$ cat src/rtl/oled_panel_ctrl.sv
// SSD1306-class OLED controller: power-up/init sequencing, 4-wire SPI byte engine and page-wise
// character-frame refresh from a snapshot of char_data. Define OLED_PWRDN_EN to add pwr_off/OFF.
module oled_panel_ctrl #(
   parameter int CLK_DIV  = 4,
   parameter int ROWS     = 4,
   parameter int COLS     = 16,
   parameter int DLY_VDD  = 100000,
   parameter int DLY_RES  = 1000,
   parameter int DLY_VBAT = 10000000
) (
   input  logic                   clk,
   input  logic                   rst,
   output logic                   cs,
   output logic                   sdo,
   output logic                   sclk,
   output logic                   dc,
   output logic                   res,
   output logic                   vbat,
   output logic                   vdd,
   input  logic [ROWS*COLS*8-1:0] char_data,
   input  logic                   refresh_req,
   input  logic                   cont,
   output logic [7:0]             font_char,
   output logic [2:0]             font_col,
   input  logic [7:0]             font_byte,
`ifdef OLED_PWRDN_EN
   input  logic                   pwr_off,
`endif
   output logic                   busy,
   output logic                   print_fin
);

   localparam int DLY_MAX = (DLY_VDD > DLY_RES) ? ((DLY_VDD > DLY_VBAT) ? DLY_VDD : DLY_VBAT)
                                                : ((DLY_RES > DLY_VBAT) ? DLY_RES : DLY_VBAT);
   localparam int CW    = (DLY_MAX > 1) ? $clog2(DLY_MAX) : 1;
   localparam int DW    = (CLK_DIV > 1) ? $clog2(CLK_DIV) : 1;
   localparam int NDATA = COLS * 8;
   localparam int BW    = $clog2(NDATA + 4);
   localparam int PW    = (ROWS > 1) ? $clog2(ROWS) : 1;
   localparam int HW    = (COLS > 1) ? $clog2(COLS) : 1;
   localparam int NCH   = ROWS * COLS;
   localparam int IW    = (NCH > 1) ? $clog2(NCH) : 1;

`ifdef OLED_PWRDN_EN
   typedef enum logic [3:0] {S_IDLE, S_PWR, S_CMD_OFF, S_RES_LO, S_RES_HI, S_INIT, S_VBAT,
                             S_CFG, S_READY, S_FRAME, S_PD_CMD, S_PD_WAIT, S_OFF} state_t;
`else
   typedef enum logic [3:0] {S_IDLE, S_PWR, S_CMD_OFF, S_RES_LO, S_RES_HI, S_INIT, S_VBAT,
                             S_CFG, S_READY, S_FRAME} state_t;
`endif

   // Command list: [0] display off, [1..4] charge pump/precharge, [5..11] panel config + on
   function automatic logic [7:0] init_byte(input logic [3:0] i);
      case (i)
         4'd0:    init_byte = 8'hAE;
         4'd1:    init_byte = 8'h8D;
         4'd2:    init_byte = 8'h14;
         4'd3:    init_byte = 8'hD9;
         4'd4:    init_byte = 8'hF1;
         4'd5:    init_byte = 8'h81;
         4'd6:    init_byte = 8'h0F;
         4'd7:    init_byte = 8'hA1;
         4'd8:    init_byte = 8'hC8;
         4'd9:    init_byte = 8'hDA;
         4'd10:   init_byte = 8'h20;
         default: init_byte = 8'hAF;
      endcase
   endfunction

   state_t          state_q, state_d;
   logic [CW-1:0]   cnt_q, cnt_d;
   logic [3:0]      idx_q, idx_d;
   logic            busy_q, busy_d, vdd_q, vdd_d, vbat_q, vbat_d, res_q, res_d;
   logic            pend_q, pend_d, print_fin_q, print_fin_d;
   logic [PW-1:0]   page_q, page_d;
   logic [BW-1:0]   bidx_q, bidx_d;
   logic [HW-1:0]   chr_q, chr_d;
   logic [2:0]      col_q, col_d;
   logic [7:0]      font_char_q, font_char_d;
   logic [2:0]      font_col_q, font_col_d;
   logic [7:0]      snap_q [NCH];
   logic [7:0]      snap_d [NCH];
   logic [IW-1:0]   cidx;
   logic            go, go_dc, start_frame;
   logic [7:0]      go_byte;

   logic            spi_busy_q, spi_busy_d, gap_q, gap_d;
   logic            cs_q, cs_d, sclk_q, sclk_d, sdo_q, sdo_d, dc_q, dc_d;
   logic [7:0]      sh_q, sh_d;
   logic [2:0]      bit_q, bit_d;
   logic [DW-1:0]   div_q, div_d;

   assign cidx = IW'(int'(page_q) * COLS + int'(chr_q));

   always_comb begin
      state_d = state_q;   cnt_d = cnt_q;     idx_d = idx_q;
      busy_d = busy_q;     vdd_d = vdd_q;     vbat_d = vbat_q;   res_d = res_q;
      pend_d = pend_q;     print_fin_d = 1'b0;
      page_d = page_q;     bidx_d = bidx_q;   chr_d = chr_q;     col_d = col_q;
      font_char_d = font_char_q;              font_col_d = font_col_q;
      snap_d = snap_q;
      go = 1'b0;           go_byte = 8'h00;   go_dc = 1'b0;      start_frame = 1'b0;
      if (refresh_req && busy_q) pend_d = 1'b1;
      case (state_q)
         S_IDLE: begin
            state_d = S_PWR; busy_d = 1'b1; vdd_d = 1'b0; cnt_d = CW'(DLY_VDD - 1);
         end
         S_PWR:
            if (cnt_q == '0) begin state_d = S_CMD_OFF; idx_d = 4'd0; end
            else cnt_d = cnt_q - 1'b1;
         S_CMD_OFF:
            if (!spi_busy_q) begin
               if (idx_q == 4'd1) begin state_d = S_RES_LO; res_d = 1'b0; cnt_d = CW'(DLY_RES - 1); end
               else begin go = 1'b1; go_byte = init_byte(idx_q); idx_d = idx_q + 4'd1; end
            end
         S_RES_LO:
            if (cnt_q == '0) begin state_d = S_RES_HI; res_d = 1'b1; cnt_d = CW'(DLY_RES - 1); end
            else cnt_d = cnt_q - 1'b1;
         S_RES_HI:
            if (cnt_q == '0) state_d = S_INIT;
            else cnt_d = cnt_q - 1'b1;
         S_INIT:
            if (!spi_busy_q) begin
               if (idx_q == 4'd5) begin state_d = S_VBAT; vbat_d = 1'b0; cnt_d = CW'(DLY_VBAT - 1); end
               else begin go = 1'b1; go_byte = init_byte(idx_q); idx_d = idx_q + 4'd1; end
            end
         S_VBAT:
            if (cnt_q == '0) state_d = S_CFG;
            else cnt_d = cnt_q - 1'b1;
         S_CFG:
            if (!spi_busy_q) begin
               if (idx_q == 4'd12) begin state_d = S_READY; busy_d = 1'b0; end
               else begin go = 1'b1; go_byte = init_byte(idx_q); idx_d = idx_q + 4'd1; end
            end
         S_READY: begin
`ifdef OLED_PWRDN_EN
            if (pwr_off) begin state_d = S_PD_CMD; idx_d = 4'd0; busy_d = 1'b1; end else
`endif
            if (refresh_req || pend_q || cont) start_frame = 1'b1;
         end
         S_FRAME:
            if (!spi_busy_q) begin
               // Page header: set page, column low nibble 0, column high nibble 0
               if (bidx_q < BW'(3)) begin
                  go = 1'b1;
                  go_byte = (bidx_q == BW'(0)) ? (8'hB0 + 8'(page_q)) :
                            (bidx_q == BW'(1)) ? 8'h00 : 8'h10;
                  bidx_d = bidx_q + 1'b1;
               end else if (bidx_q != BW'(NDATA + 3)) begin
                  go = 1'b1; go_dc = 1'b1; go_byte = font_byte; bidx_d = bidx_q + 1'b1;
                  if (col_q == 3'd7) begin
                     col_d = 3'd0;
                     chr_d = (chr_q == HW'(COLS - 1)) ? '0 : chr_q + 1'b1;
                  end else col_d = col_q + 3'd1;
               end else if (page_q != PW'(ROWS - 1)) begin
                  page_d = page_q + 1'b1; bidx_d = '0;
               end else begin
                  print_fin_d = 1'b1;
`ifdef OLED_PWRDN_EN
                  if (pwr_off) begin state_d = S_PD_CMD; idx_d = 4'd0; end else
`endif
                  if (cont || pend_q) start_frame = 1'b1;
                  else begin state_d = S_READY; busy_d = 1'b0; end
               end
            end
`ifdef OLED_PWRDN_EN
         S_PD_CMD:
            if (!spi_busy_q) begin
               if (idx_q == 4'd1) begin state_d = S_PD_WAIT; vbat_d = 1'b1; cnt_d = CW'(DLY_VBAT - 1); end
               else begin go = 1'b1; go_byte = init_byte(idx_q); idx_d = idx_q + 4'd1; end
            end
         S_PD_WAIT:
            if (cnt_q == '0) begin state_d = S_OFF; vdd_d = 1'b1; end
            else cnt_d = cnt_q - 1'b1;
         S_OFF: ;
`endif
         default: ;
      endcase
      if (start_frame) begin
         state_d = S_FRAME; busy_d = 1'b1; pend_d = 1'b0;
         page_d = '0; bidx_d = '0; chr_d = '0; col_d = 3'd0;
         for (int i = 0; i < NCH; i++) snap_d[i] = char_data[8*i +: 8];
      end
      // Font address trails the counters by one clk so it stays put across each byte load
      if (state_q == S_FRAME) begin
         font_char_d = snap_q[cidx];
         font_col_d  = col_q;
      end
   end

   always_comb begin
      cs_d = cs_q;   sclk_d = sclk_q;   sdo_d = sdo_q;   dc_d = dc_q;
      sh_d = sh_q;   bit_d = bit_q;     div_d = div_q;
      spi_busy_d = spi_busy_q;          gap_d = gap_q;
      if (go) begin
         cs_d = 1'b0; sclk_d = 1'b0; sdo_d = go_byte[7]; dc_d = go_dc;
         sh_d = {go_byte[6:0], 1'b0}; bit_d = 3'd0; div_d = DW'(CLK_DIV - 1); spi_busy_d = 1'b1;
      end else if (gap_q) begin
         gap_d = 1'b0; spi_busy_d = 1'b0;
      end else if (spi_busy_q) begin
         if (div_q != '0) div_d = div_q - 1'b1;
         else begin
            div_d = DW'(CLK_DIV - 1);
            if (!sclk_q) sclk_d = 1'b1;
            else if (bit_q == 3'd7) begin cs_d = 1'b1; gap_d = 1'b1; end
            else begin
               sclk_d = 1'b0; sdo_d = sh_q[7]; sh_d = {sh_q[6:0], 1'b0}; bit_d = bit_q + 3'd1;
            end
         end
      end
   end

   always_ff @(posedge clk or posedge rst) begin
      if (rst) begin
         state_q <= S_IDLE;  cnt_q <= '0;      idx_q <= 4'd0;
         busy_q <= 1'b0;     vdd_q <= 1'b1;    vbat_q <= 1'b1;    res_q <= 1'b1;
         pend_q <= 1'b0;     print_fin_q <= 1'b0;
         page_q <= '0;       bidx_q <= '0;     chr_q <= '0;       col_q <= 3'd0;
         font_char_q <= 8'h00;                 font_col_q <= 3'd0;
         spi_busy_q <= 1'b0; gap_q <= 1'b0;    bit_q <= 3'd0;     div_q <= '0;
         cs_q <= 1'b1;       sclk_q <= 1'b1;   sdo_q <= 1'b0;     dc_q <= 1'b0;
      end else begin
         state_q <= state_d; cnt_q <= cnt_d;   idx_q <= idx_d;
         busy_q <= busy_d;   vdd_q <= vdd_d;   vbat_q <= vbat_d;  res_q <= res_d;
         pend_q <= pend_d;   print_fin_q <= print_fin_d;
         page_q <= page_d;   bidx_q <= bidx_d; chr_q <= chr_d;    col_q <= col_d;
         font_char_q <= font_char_d;           font_col_q <= font_col_d;
         spi_busy_q <= spi_busy_d; gap_q <= gap_d; bit_q <= bit_d; div_q <= div_d;
         cs_q <= cs_d;       sclk_q <= sclk_d; sdo_q <= sdo_d;    dc_q <= dc_d;
      end
   end

   always_ff @(posedge clk) begin
      sh_q   <= sh_d;
      snap_q <= snap_d;
   end

   assign cs = cs_q;     assign sclk = sclk_q;   assign sdo = sdo_q;   assign dc = dc_q;
   assign res = res_q;   assign vdd = vdd_q;     assign vbat = vbat_q;
   assign busy = busy_q; assign print_fin = print_fin_q;
   assign font_char = font_char_q;               assign font_col = font_col_q;

endmodule

$ cat config.mk
export PLATFORM = sky130hd
export DESIGN_NAME = oled_panel_ctrl
export DESIGN_NICKNAME = d
export VERILOG_FILES = /design/src/rtl/oled_panel_ctrl.sv
export SDC_FILE = /design/constraint.sdc
export NUM_CORES = 1
export LEC_CHECK = 0
export BUFFER_PORTS_ARGS = -buffer_cell sky130_fd_sc_hd__buf_2
export CORE_UTILIZATION = 28
export DETAILED_ROUTE_END_ITERATION = 12
export PLACE_DENSITY = 0.59
export SLEW_MARGIN = 10
export SYNTH_ARGS = -nofsm -noshare
export SYNTH_HDL_FRONTEND = slang
export SYNTH_SLANG_ARGS = --single-unit
export TNS_END_PERCENT = 30
$ cat constraint.sdc
create_clock -name clk -period 24.4 [get_ports clk]
set_input_delay 2.44 -clock clk [delete_from_list [all_inputs] [get_ports clk]]
set_output_delay 2.44 -clock clk [all_outputs]
set_load 0.05 [all_outputs]
======== Word level (Yosys, flattened, before mapping) ========
Memories as Yosys holds them, arrays and structs flattened.
Index checks and enable logic that the tools add are counted.
word-level totals
  bits in registers ....................... 596
  memories kept ........................... 3
  bits in latches ......................... 0
  input port bits ......................... 524
  word-level logic and storage cells ...... 345
  output and inout port bits .............. 20
  memory bits (read-only) ................. 384
  RAM bits ................................ 0
memory list
  memory           depth  bits a word  rd ports  clocked after Yosys merged registers in  write ports  line  text
  (no name shown)  16     8            1         0                                        0            54    case (i)
  (no name shown)  16     8            1         0                                        0            54
  (no name shown)  16     8            1         0                                        0            54
cells by class
  equal/unequal tests ..................... 50
  divide/modulo/power cells ............... 0
  add/subtract/negate cells ............... 10
  magnitude comparators ................... 2
  muxes and demuxes ....................... 152
  shift operators ......................... 0
  $mul .................................... 0
  bitwise gates (word level) .............. 2
  reductions and logical operators ........ 38
operators with widths
  kind                                                                    count
  8-bit two-way mux                                                       24
  24-bit two-way mux                                                      6
  4-bit two-way mux                                                       30
  24-bit case mux with 5 select lines                                     1
  1-bit two-way mux                                                       60
  8-bit binary-select mux with 6-bit select                               1
  3-bit inequality test (second input constant)                           15
  3-bit two-way mux                                                       12
  2-bit inequality test (second input constant)                           18
  4-bit case mux with 9 select lines                                      1
  8-bit case mux with 4 select lines                                      1
  24-bit logical NOT                                                      1
  24-bit by 1-bit subtractor with 24-bit output (second input constant)   1
  2-bit nonzero test                                                      11
  4-bit by 3-bit equality test with 1-bit output (second input constant)  5
  2-bit two-way mux                                                       10
  5-bit AND reduction                                                     4
  4-bit equality test (second input constant)                             4
  4-bit case mux with 4 select lines                                      1
  16-bit AND reduction                                                    1
  8-bit AND reduction                                                     2
  4-bit nonzero test                                                      3
  10-bit nonzero test                                                     1
  3-bit AND reduction                                                     3
  29 further kinds                                                        38

======== Longest topological paths before layout ========
Gate-level depths: netlist of the first run.
  word-level depth ........................ 9
  mapped depth ............................ 9

======== Worst setup path after synthesis of the first run ========
Ideal clock, no wire load.
  kind .................................... input to register
  start ................................... input cont
  end ..................................... register snap_q[0] (netlist name), enable pin
  arrival ................................. 9.065 ns
  stages .................................. 5
  path buffers ............................ 1
  setup time .............................. 0.655 ns
  data required time ...................... 23.745 ns
  slack ................................... 14.680 ns
  cells stage by stage .................... nor3_1 > or3_1 > o21a_1 > inv_1 > buf_2
on the way
  longest elaborated chain between the ends .. 7
  elaborated cells on any way between the ends .. 9
RTL lines
  element                               line  text
  start, declared                       22    input logic cont,
  1-bit logical OR                      162   if (cont || pend_q) start_frame = 1'b1;
  1-bit two-way mux                     162
  1-bit two-way mux                     155   end else if (page_q != PW'(ROWS - 1)) begin
  1-bit two-way mux                     149   end else if (bidx_q != BW'(NDATA + 3)) begin
  1-bit two-way mux                     144   if (bidx_q < BW'(3)) begin
  1-bit two-way mux                     142   if (!spi_busy_q) begin
  1-bit case mux with 2 select lines *  104   case (state_q)
  named net start_frame                 84    logic go, go_dc, start_frame;
  end signal, assigned                  235   snap_q <= snap_d;
  end, declared                         81    logic [7:0] snap_q [NCH];
Mark *: on every way through the listed nets, which the timed path passes. The rest lies on a longest branch.
A chain may end at the register's enable or synchronous reset.

======== Worst setup path in the final report of the first run ========
  start ................................... input cont
  end ..................................... register snap_q[331] (netlist name), enable pin
on the way
  longest elaborated chain between the ends .. 7
  elaborated cells on any way between the ends .. 9
RTL lines
  element                               line
  1-bit logical OR                      162
  1-bit two-way mux                     162
  1-bit two-way mux                     155
  1-bit two-way mux                     149
  1-bit two-way mux                     144
  1-bit two-way mux                     142
  1-bit case mux with 2 select lines *  104
Mark *: on every way between the ends. The rest lies on a longest branch, timed or not.

==> results of run 1 <==
[worst register-to-register path, cell delays in order, from the launching register on]
cell and delay (ps):
dfrtp_1 790, nor4bb_4 900, nand4_1 400, o21a_1 380, inv_8 550, buf_4 1030
[logic make-up after synthesis]
logic type / synth area share [%]
compound gates: 6.406
xor+xnor: 0.3216
fa+ha+maj: 0.9189
buf+inv: 1.792
flops: 71.47
mux: 13.75
simple gates: 5.345
[power groups by stage]
stage	combinational (mW)	clock, mW	sequential [mW]
finish	0.293	1.00	1.18
CTS	0.297	1.03	1.18
global placement	0.287	0	1.20
detailed placement	0.297	0	1.20
global route	0.323	1.07	1.18
floorplan	0.201	0	1.18
[worst paths after layout]
path	end	slack (ps)	cells past startpoint
worst max register to register	snap_q[331]	19920	5
worst min register to register	cs	470	2
worst max-delay path	snap_q[331]	19730	6
min in group asynchronous	font_char[1]	1700	2
max in group asynchronous	chr_q[2]	21370	3
worst min-delay path	cs	470	2
[final cells by class]
class	instances	area, um2
antenna	19	47.55
tap	1155	1445
timing repair buffer	557	2835
clock inverter	37	400.4
sequential	596	17530
inverter	28	113.9
clock buffer	85	1808
fill	8245	55990
multi-input combinational	673	6584
[layer usage]
metal / global-route usage, % / vias up
met1: 18.57 / 7467
met4: 7.619 / 22
met5: 0 / -
li1: - / 6748
met2: 27.34 / 613
met3: 4.747 / 153
[cells in the mapped netlist (5+ instances only)]
cell type / n
edfxtp_1: 519
mux4_2: 120
nand2_1: 77
dfrtp_1: 72
clkbuf_1: 52
mux2i_1: 46
nor2_1: 43
a21oi_1: 31
a211oi_1: 28
inv_1: 27
o21ai_0: 27
buf_2: 18
ha_1: 18
nor2b_1: 18
a221oi_1: 17
mux2_2: 17
a31oi_1: 16
nand3_1: 15
nor3_1: 14
a22oi_1: 12
nand2b_1: 9
nand4_1: 9
o31ai_1: 9
a221o_1: 8
a41oi_1: 8
o22ai_1: 8
and3_1: 7
buf_1: 7
nor4_1: 6
o211ai_1: 6
or3_1: 6
a211o_1: 5
a21o_1: 5
dfstp_2: 5
or2_2: 5
or4_1: 5
xor2_1: 5
[flip-flops by register name, summed over array words and instances (netlist names), 2 cells and up]
signal	flops
cnt_q	24
font_char	8
div_q	2
font_col	3
bit_q	3
bidx_q	8
snap_q	512
chr_q	4
state_q	4
page_q	2
idx_q	4
col_q	3
sh_q	7
[per-stage QoR]
| step | worst slack, ps | hold slack (ps) | area (um2) | utilization (%) |
|---|---|---|---|---|
| floorplan | 14680 | 445.1 | 24510 | - |
| global placement | 19200 | 455.7 | 28510 | 32.86 |
| detailed placement | 19100 | 455.3 | 28510 | 32.86 |
| CTS | 19760 | 470.3 | 30720 | 35.41 |
| global route | 19560 | 490.1 | 30760 | 35.45 |
| finish | 19730 | 466.4 | 30760 | 35.46 |
==> qor.txt, run 1 <==
H-tree depth reported by CTS = 3
CTS tree = built
Req. time, crit path = 24620 ps
Crit-path max cell delay = 980 ps
Largest net degree at the start of global routing = 182
Setup Crit Path Kind = in2reg
Yosys top cell area share = 63.58%
Clock skew = 66.02 ps
Worst-path fanout max = 105
Final std cells w/o fill = 3150
M1 wire length = 27.18 mm
Post-synthesis sequential area ratio = 71.47%
Worst-Margin Slew = 1157 ps
Resize count post-CTS = 0
Vias in the first global route = 15640
Most frequent cells in the layout = buf_2, edfxtp_1, mux4_2, nand2_1, clkbuf_16
Uppermost layer routed = met5
Syn_nets = 1918
R2R Path Start = state_q[0]
Endpoints failing setup = 0
Nets = 2467
Layout cell share with drive strength beyond 1 = 41.60%
Max-Cap Viols = 0
Routed wl met3 = 5.598 mm
Hold bufs inserted after CTS = 0
NetSw = 0.6377 mW
Ports = 544
Syn Inst Count = 1376
Post-DR vias/cell = 4.763
CTS root buffer = clkbuf_16
Core ar. = 0.08675 mm2
Tmin final = 4670 ps
Die Area = 0.08873 mm2
Post-route ant nets = 0
Worst setup path start = cont
CP endpoint kind = flop
Port Buffers = 543
Placed cells = 3009
Initial DRC count = 1346
Number of synthesized flops with an enable pin = 519
Cell Pwr Density = 80.38 mW/mm2
Grt ovf = 0
Post-Syn Area per Cell = 17.81 um2
Worst Path Buf+Inv = 3
Switching share of power = 25.79%
Leak = 11.02 nW
Family with the most delay on the worst path = buffers and inverters
Worst-path clk slew = 60 ps
Die Span Y = 297.9 um
Clk network pwr share = 40.5%
Crit path DAT = 4890 ps
CTS Sinks = 596
Unrepaired setup endpoints after global routing = false
FMAX = 0.2141 GHz
CP Cell Sequence = buf_2 -> nor3_1 -> or3_1 -> o21a_1 -> inv_8 -> buf_4
Top FF cell, synth = edfxtp_1
Worst-Skew Late Latency = 640 ps
Commonest non-fill, non-tap cell in the layout = buf_2
Initial Util = 28.25%
Post CTS Setup Buffer Count = 0
VDD IR max = 0.06656 mV
Ranking of synthesized cells by area = edfxtp_1, mux4_2, dfrtp_1, mux2i_1, nand2_1
Area grow syn2layout = 25.51%
First-pass GRT wire length = 103.8 mm
Total of warnings raised by yosys = 0
Antenna violations before repair = 31
Status = finished clean
Post-DP HPWL = 53.57 mm
Fin crit share = 19.14%
CTS buffer count = 69
Max transition margin = 22.90%
Unique masters post-synth = 78
GPL Wtd Cong = 0.8394
DRT Wirelength = 72.86 mm
Critical path startpoint category = input pin
Global Route Usage Sum = 16.09%
Die X = 297.9 um
Detailed Routing Iterations Pass 1 = 5
Hold crit path type = reg2reg
P_int = 1.835 mW
Mapped cell area = 0.02451 mm2
Comb power frac = 11.9%
Post-synth top area cell = edfxtp_1
Max Slew Vio Count = 0
Pwr Total = 2.473 mW
Bufs on Longest Clock Path = 3
# rows = 108
Crit-path slowest cell = buf_4
Hold Startpoint = cs
Avg WL per Cell = 23.13 um
Async set or reset register ratio after synthesis = 12.92%
Reg power frac = 47.7%
Final hold viol count = 0
DR vias = 15000
DRC = 0
Fin Setup TNS = 0 ps
Seq cells post-synth = 596
Met2 wire len = 37.08 mm
Note: power is estimated with default switching activity, not from simulation.
==> run 2: changes to the inputs <==
- clock period: 24.4 -> 4.71 ns (I/O delays scaled with it)
==> run 2 against run 1 <==
Sequential power increased to 5.2 times the previous value. First-iteration DRC count decreased by 9.4%. Cell area increased by 9.2%. Largest cell class unchanged. Non-clock buffer count increased by 286. Power increased to 5.2 times the previous value. Combinational power increased to 6.0 times the previous value. Critical endpoint is now snap_q[43].
==> qor.txt, run 2 (synthesis gave the netlist of run 1 again) <==
Grt ovf = 0 (unchanged)
CTS root buffer = clkbuf_16
Reg with most FFs = snap_q
FILL cells = 7968 (-3.4%)
CTS Sinks = 596 (unchanged)
Status = finished clean
Global Route Usage Sum = 17.06% (+0.97 points)
Detailed Routing Iterations Pass 1 = 7 (+2)
Unrepaired setup endpoints after global routing = false
Hold bufs inserted after CTS = 255 (+255)
Cell Pwr Density = 383.0 mW/mm2 (+380%)
Die X = 297.9 um (unchanged)
Die Area = 0.08873 mm2 (unchanged)
Max reg flops = 512 (unchanged)
DRC = 0 (unchanged)
Worst-path clk slew = 60 ps (about the same)
Commonest non-fill, non-tap cell in the layout = buf_2
DRT Wirelength = 76.73 mm (+5.3%)
Clock skew = 41.20 ps (-24.82 ps)
Vias in the first global route = 17410 (+11%)
VDD IR max = 0.2810 mV (+320%)
CTS tree = built
First-pass GRT wire length = 110.8 mm (+6.8%)
Area grow syn2layout = 37.07%
Fin crit share = 76.95%
R2R Path Start = bidx_q[0]
DR vias = 16300 (+8.7%)
GPL Wtd Cong = 0.8796 (+4.8%)
Post-route ant nets = 0 (unchanged)
Bufs on Longest Clock Path = 3 (unchanged)
Setup slack after layout = 1086 ps (-18640 ps)
Worst-Margin Slew = 1052 ps (-104.3 ps)
Post-DP HPWL = 56.55 mm (+5.6%)
CTS buffer count = 68 (-1.4%)
Post-DR vias/cell = 4.752 (-0.22%)
Initial Util = 28.25% (unchanged)
Final std cells w/o fill = 3430 (+8.9%)
Largest net degree at the start of global routing = 85 (-53%)
R2R setup slack = 1090 ps (-18830 ps)
Layout cell share with drive strength beyond 1 = 37.51% (-4.1 points)
Endpoints failing setup = 0 (unchanged)
Port Buffers = 543 (unchanged)
Die Span Y = 297.9 um (unchanged)
Reg-to-reg endpoint = snap_q[43]
CP endpoint kind = flop
# rows = 108 (unchanged)
Critical path startpoint category = flop
Setup Crit Path Kind = reg2reg
Ports = 544 (unchanged)
Worst-Skew Late Latency = 620 ps (-20 ps)
Resize count post-CTS = 0 (unchanged)
Fin Setup TNS = 0 ps (unchanged)
Antenna violations before repair = 14 (-55%)
Worst-path fanout max = 84 (-20%)
Largest registers = snap_q: 512 flops, cnt_q: 24 flops
Max Slew Vio Count = 0 (unchanged)
Initial DRC count = 1220 (-9.4%)
Max transition margin = 29.21% (+6.3 points)
Nets = 2752 (+12%)
Req. time, crit path = 5000 ps (-19620 ps)
H-tree depth reported by CTS = 3 (unchanged)
Final core occ = 38.73% (+3.3 points)
Worst setup path start = bidx_q[0]
Hold crit path type = in2reg
Avg WL per Cell = 22.37 um (-3.3%)
Reg2Reg Depth = 6 (+1)
CP endpoint = snap_q[43]
Final hold viol count = 0 (unchanged)
Placed cells = 3028 (+0.63%)
FMAX = 0.2759 GHz
Leak = 12.23 nW (+11%)
Pre-CTS WS = 1157 ps (-17940 ps)
Max-Cap Viols = 0 (unchanged)
Core ar. = 0.08675 mm2 (unchanged)
Post CTS Setup Buffer Count = 0 (unchanged)
Crit path DAT = 3920 ps (-970 ps)
Tmin final = 3624 ps
Pwr Total = 12.87 mW (+420%)
Most frequent cells in the layout = buf_2, edfxtp_1, dlygate4sd3_1, mux4_2, nand2_1
-- run 2: cell count changes in the layout (fill, tap and decap cells not counted), sizes merged --
cell / change
diode: -5
dlygate4sd3: +267
clkinvlp: +1
buf: +19
inv: +1
clkinv: +7
clkbuf: -8
bufinv: -2
-- run 2: stage by stage --
stage          hold WS, ps  area, um2
2_1_floorplan        445.1      24520
3_3_place_gp         453.1      28740
3_5_place_dp         455.1      28740
4_1_cts            0.04807      33440
5_1_grt             0.3314      33590
6_report             40.59      33600
-- run 2: worst min path at each step --
stage	cells after the start	slack [ps]	startpoint	endpoint
2_1_floorplan	1	450	cnt_q[22]	cnt_q[22]
3_3_place_gp	2	450	cs	cs
3_5_place_dp	2	460	cs	cs
4_1_cts	1	0.05	char_data[205]	snap_q[309]
5_1_grt	1	0.3	char_data[493]	snap_q[21]
6_report	1	40	char_data[148]	snap_q[364]
-- run 2: final cells by class --
type | count | area [um2] | area share, %
clock buffers | 77 | 1735 | 5.165
diodes | 14 | 35.03 | 0.1043
flip-flops and latches | 596 | 17530 | 52.17
well taps | 1155 | 1445 | 4.301
clock inverters | 44 | 416.7 | 1.240
multi-input cells | 673 | 6584 | 19.60
repair buffers | 843 | 5738 | 17.08
inverters | 28 | 113.9 | 0.3389
-- run 2: critical path: stages (launching register included) --
cell and delay, ps:
dfrtp_1 410, ha_1 430, nor4bb_1 700, nand4_1 350, o21a_1 360, inv_8 420
buf_12 360
-- run 2: routing by layer --
metal	global-route usage (%)	up-vias	share of wire, %
met3	4.259	117	6.8
met5	0	-	0.014
met2	29.09	723	51
li1	-	7307	-
met1	20.58	8152	39
met4	6.886	2	3.4
-- run 2: power breakdown --
group | internal [mW] | switching (mW) | leakage, nW
logic | 0.818 | 0.932 | 5.56
clock network | 2.77 | 2.24 | 1.04
registers | 5.89 | 0.212 | 5.63
total | 9.49 | 3.38 | 12.2
==> run 3: changes to the inputs <==
- ABC_AREA: default -> 1
- PLACE_DENSITY: 0.59 -> 0.6
- clock period: 4.71 -> 3.2 ns (I/O delays scaled with it)
==> run 3 against run 2 <==
Clock skew down 9.2 ps. Sequential share of layout area down 5.1 points. Cell area up 11%. Worst setup slack worse by 520 ps. First-iteration DRC count up 45%. Synthesized cell count up 70%.
==> qor.txt, run 3 <==
Endpoints failing setup = 0 (unchanged)
Global Route Usage Sum = 20.75% (+3.7 points)
Layout cell share with drive strength beyond 1 = 21.73% (-16 points)
Max-Cap Viols = 0 (unchanged)
Die Span Y = 302.9 um (+1.7%)
M1 wire length = 39.56 mm (+33%)
Syn_nets = 2880 (+50%)
Most frequent cells in the layout = nand2_1, buf_2, edfxtp_1, dlygate4sd3_1, nand3_1
Cell area after layout = 0.03723 mm2 (+11%)
Ranking of synthesized cells by area = edfxtp_1, nand2_1, dfrtp_1, nand3_1, a21oi_1
Die X = 302.9 um (+1.7%)
Reg power frac = 48.0% (+0.6 points)
Synth top cells by count = nand2_1, edfxtp_1, nand3_1
Worst-Margin Slew = 884.0 ps (-168.2 ps)
Post-synthesis sequential area ratio = 69.09% (-2.4 points)
Number of synthesized flops with an enable pin = 519 (unchanged)
Total of warnings raised by yosys = 0 (unchanged)
Clk network pwr share = 46.7% (+7.7 points)
WHS = 58.06 ps (+17.47 ps)
Unique masters post-synth = 43 (-45%)
Mapped cell area = 0.02535 mm2 (+3.4%)
CTS root buffer = clkbuf_16
Count leader, synth = nand2_1
Uppermost layer routed = met5
Unrepaired setup endpoints after global routing = false
Hold crit path type = in2reg
FMAX = 0.3803 GHz (+38%)
Top FF cell, synth = edfxtp_1
Post-DP HPWL = 63.32 mm (+12%)
Die Area = 0.09176 mm2 (+3.4%)
Worst-Skew Late Latency = 650 ps (+30 ps)
CTS tree = built
DRC = 0 (unchanged)
Ports = 544 (unchanged)
Placed cells = 3982 (+32%)
Tmin final = 2630 ps (-994.8 ps)
Seq cells post-synth = 596 (unchanged)
Area grow syn2layout = 46.83%
Critical path startpoint category = flop
CTS Sinks = 596 (unchanged)
Port Buffers = 543 (unchanged)
Detailed Routing Iterations Pass 1 = 5 (-2)
Family with the most delay on the worst path = simple AND/OR/NAND/NOR gates
# rows = 109 (+0.93%)
Initial DRC count = 1764 (+45%)
Routed wl met3 = 5.745 mm (+9.4%)
Post-Syn Area per Cell = 10.84 um2 (-39%)
Reg with most FFs = snap_q
Max Slew Vio Count = 0 (unchanged)
Hold bufs inserted after CTS = 518 (+100%)
Post-route ant nets = 0 (unchanged)
Final hold viol count = 0 (unchanged)
DR vias = 21840 (+34%)
Met2 wire len = 48.35 mm (+24%)
Req. time, crit path = 3790 ps (-1210 ps)
VDD IR max = 0.4595 mV (+64%)
Max transition margin = 40.98% (+12 points)
Cell repeated most along the worst path = nand3_1
Worst-path clk slew = 50 ps (about the same)
Initial Util = 28.47% (+0.22 points)
Avg WL per Cell = 20.87 um (-6.7%)
Dpl cell area = 0.02966 mm2 (+3.2%)
Largest net degree at the start of global routing = 141 (+66%)
CP Cell Sequence = buf_12 -> buf_4 -> nand2_1 -> nand2_1 -> a21oi_1 -> nand3_1 -> nand3_1 -> nand3_1 -> nand3_1 -> nand2_1
P_int = 13.86 mW (+46%)
Switching share of power = 21.26% (-5.0 points)
NetSw = 3.741 mW (+11%)
Pwr Total = 17.60 mW (+37%)
Worst-path fanout max = 140 (+67%)
Crit path DAT = 3220 ps (-700 ps)
Cell Pwr Density = 472.8 mW/mm2 (+23%)
Antenna violations before repair = 18 (+4)
Setup Crit Path Kind = reg2reg
CTS buffer count = 71 (+4.4%)
Post-synth top area cell = edfxtp_1
Grt ovf = 0 (unchanged)
Async set or reset register ratio after synthesis = 12.92% (unchanged)
Syn Inst Count = 2338 (+70%)
Commonest non-fill, non-tap cell in the layout = nand2_1
Comb power frac = 5.3% (-8.3 points)
CP endpoint kind = flop
First-pass GRT wire length = 139.1 mm (+25%)
Nets = 3950 (+44%)
Clock skew = 31.97 ps (-9.234 ps)
Leak = 15.19 nW (+24%)
Post CTS Setup Buffer Count = 0 (unchanged)
FILL cells = 8227 (+3.3%)
Yosys top cell area share = 61.47% (-2.1 points)
Largest registers = snap_q: 512 flops, cnt_q: 24 flops
Crit-path max cell delay = 480 ps (-220 ps)
Fin crit share = 82.17% (+5.2 points)
Status = finished clean
Max reg flops = 512 (unchanged)
Final std cells w/o fill = 4644 (+35%)
Bufs on Longest Clock Path = 3 (unchanged)
H-tree depth reported by CTS = 3 (unchanged)
Vias in the first global route = 22340 (+28%)
DRT Wirelength = 96.90 mm (+26%)
Core ar. = 0.08906 mm2 (+2.7%)
Post-DR vias/cell = 4.702 (-1.1%)
Resize count post-CTS = 0 (unchanged)
Worst Path Buf+Inv = 2 (unchanged)
Crit-path slowest cell = dfrtp_4
GPL Wtd Cong = 0.8533 (-3.0%)
-- run 3: cell types whose count changed after synthesis, moves of 28 or more --
cell      before  now
mux2i_1       46    0
inv_1         27   71
nand3_1       15  358
nand2_1       77  846
mux4_2       120    0
nor2_1        43   83
a21oi_1       31   83
a211oi_1      28    0
-- run 3: power by group through the flow --
stage	sequential, mW	combinational [mW]	clock, mW
after floorplan	8.61	0.0152	0
after global placement	8.61	0.380	0
after detailed placement	8.61	0.383	0
after CTS	8.45	0.896	8.37
after global routing	8.44	0.980	8.68
final	8.45	0.927	8.22
-- run 3: area by class of cell --
cell class	instances	area [um2]	share of cell area (%)
clock inverters	41	484.2	1.301
clock buffers	84	1856	4.984
inverters	82	320.3	0.8604
multi-input cells	1545	7063	18.97
flip-flops and latches	596	17530	47.08
diodes	19	47.55	0.1277
repair buffers	1112	8473	22.76
well taps	1165	1458	3.915
-- run 3: stage by stage --
| stage | util [%] | TNS [ps] | worst slack, ps |
|---|---|---|---|
| after global routing | 41.79 | 0 | 497.7 |
| after detailed placement | 33.30 | 0 | 609.1 |
| after floorplan | - | -214890 | -816.2 |
| after CTS | 41.75 | 0 | 598.7 |
| after global placement | 33.30 | 0 | 598.5 |
| final | 41.80 | 0 | 570.4 |
-- run 3: final timing paths --
check                          endpoint  cells past startpoint  slack [ps]         start
max in group asynchronous            cs                      4        2100           rst
hold reg to reg                    vbat                      2         440          vbat
hold / removal                  sh_q[1]                      3          60  font_byte[0]
setup reg to reg           font_char[6]                     10         570      chr_q[0]
min in group asynchronous     cnt_q[13]                      3         280           rst
setup / recovery           font_char[6]                     10         570      chr_q[0]
-- run 3: cells by family (layout without fill, tap and decap cells) --
| group | after synthesis | after routing | share of synthesized area [%] |
|---|---|---|---|
| AO/OA/AOI/OAI | 174 | 174 | 3.904 |
| XOR/XNOR | 21 | 21 | 0.7254 |
| adder cells (fa/ha/maj) | 18 | 18 | 0.8883 |
| buffers and inverters | 197 | 1319 | 3.287 |
| flip-flops | 596 | 596 | 69.09 |
| other | 0 | 19 | 0 |
| AND/OR/NAND/NOR | 1332 | 1332 | 22.10 |
-- run 3: routing by layer --
| layer | vias to the layer above | global-route usage, % |
|---|---|---|
| li1 | 10250 | - |
| met4 | 4 | 8.662 |
| met2 | 923 | 35.76 |
| met5 | - | 0 |
| met3 | 206 | 3.967 |
| met1 | 10450 | 25.33 |
-- run 3: tightest hold or removal path: stages --
cell and delay (ps):
buf_2 90, nand2_1 60, o221ai_1 90
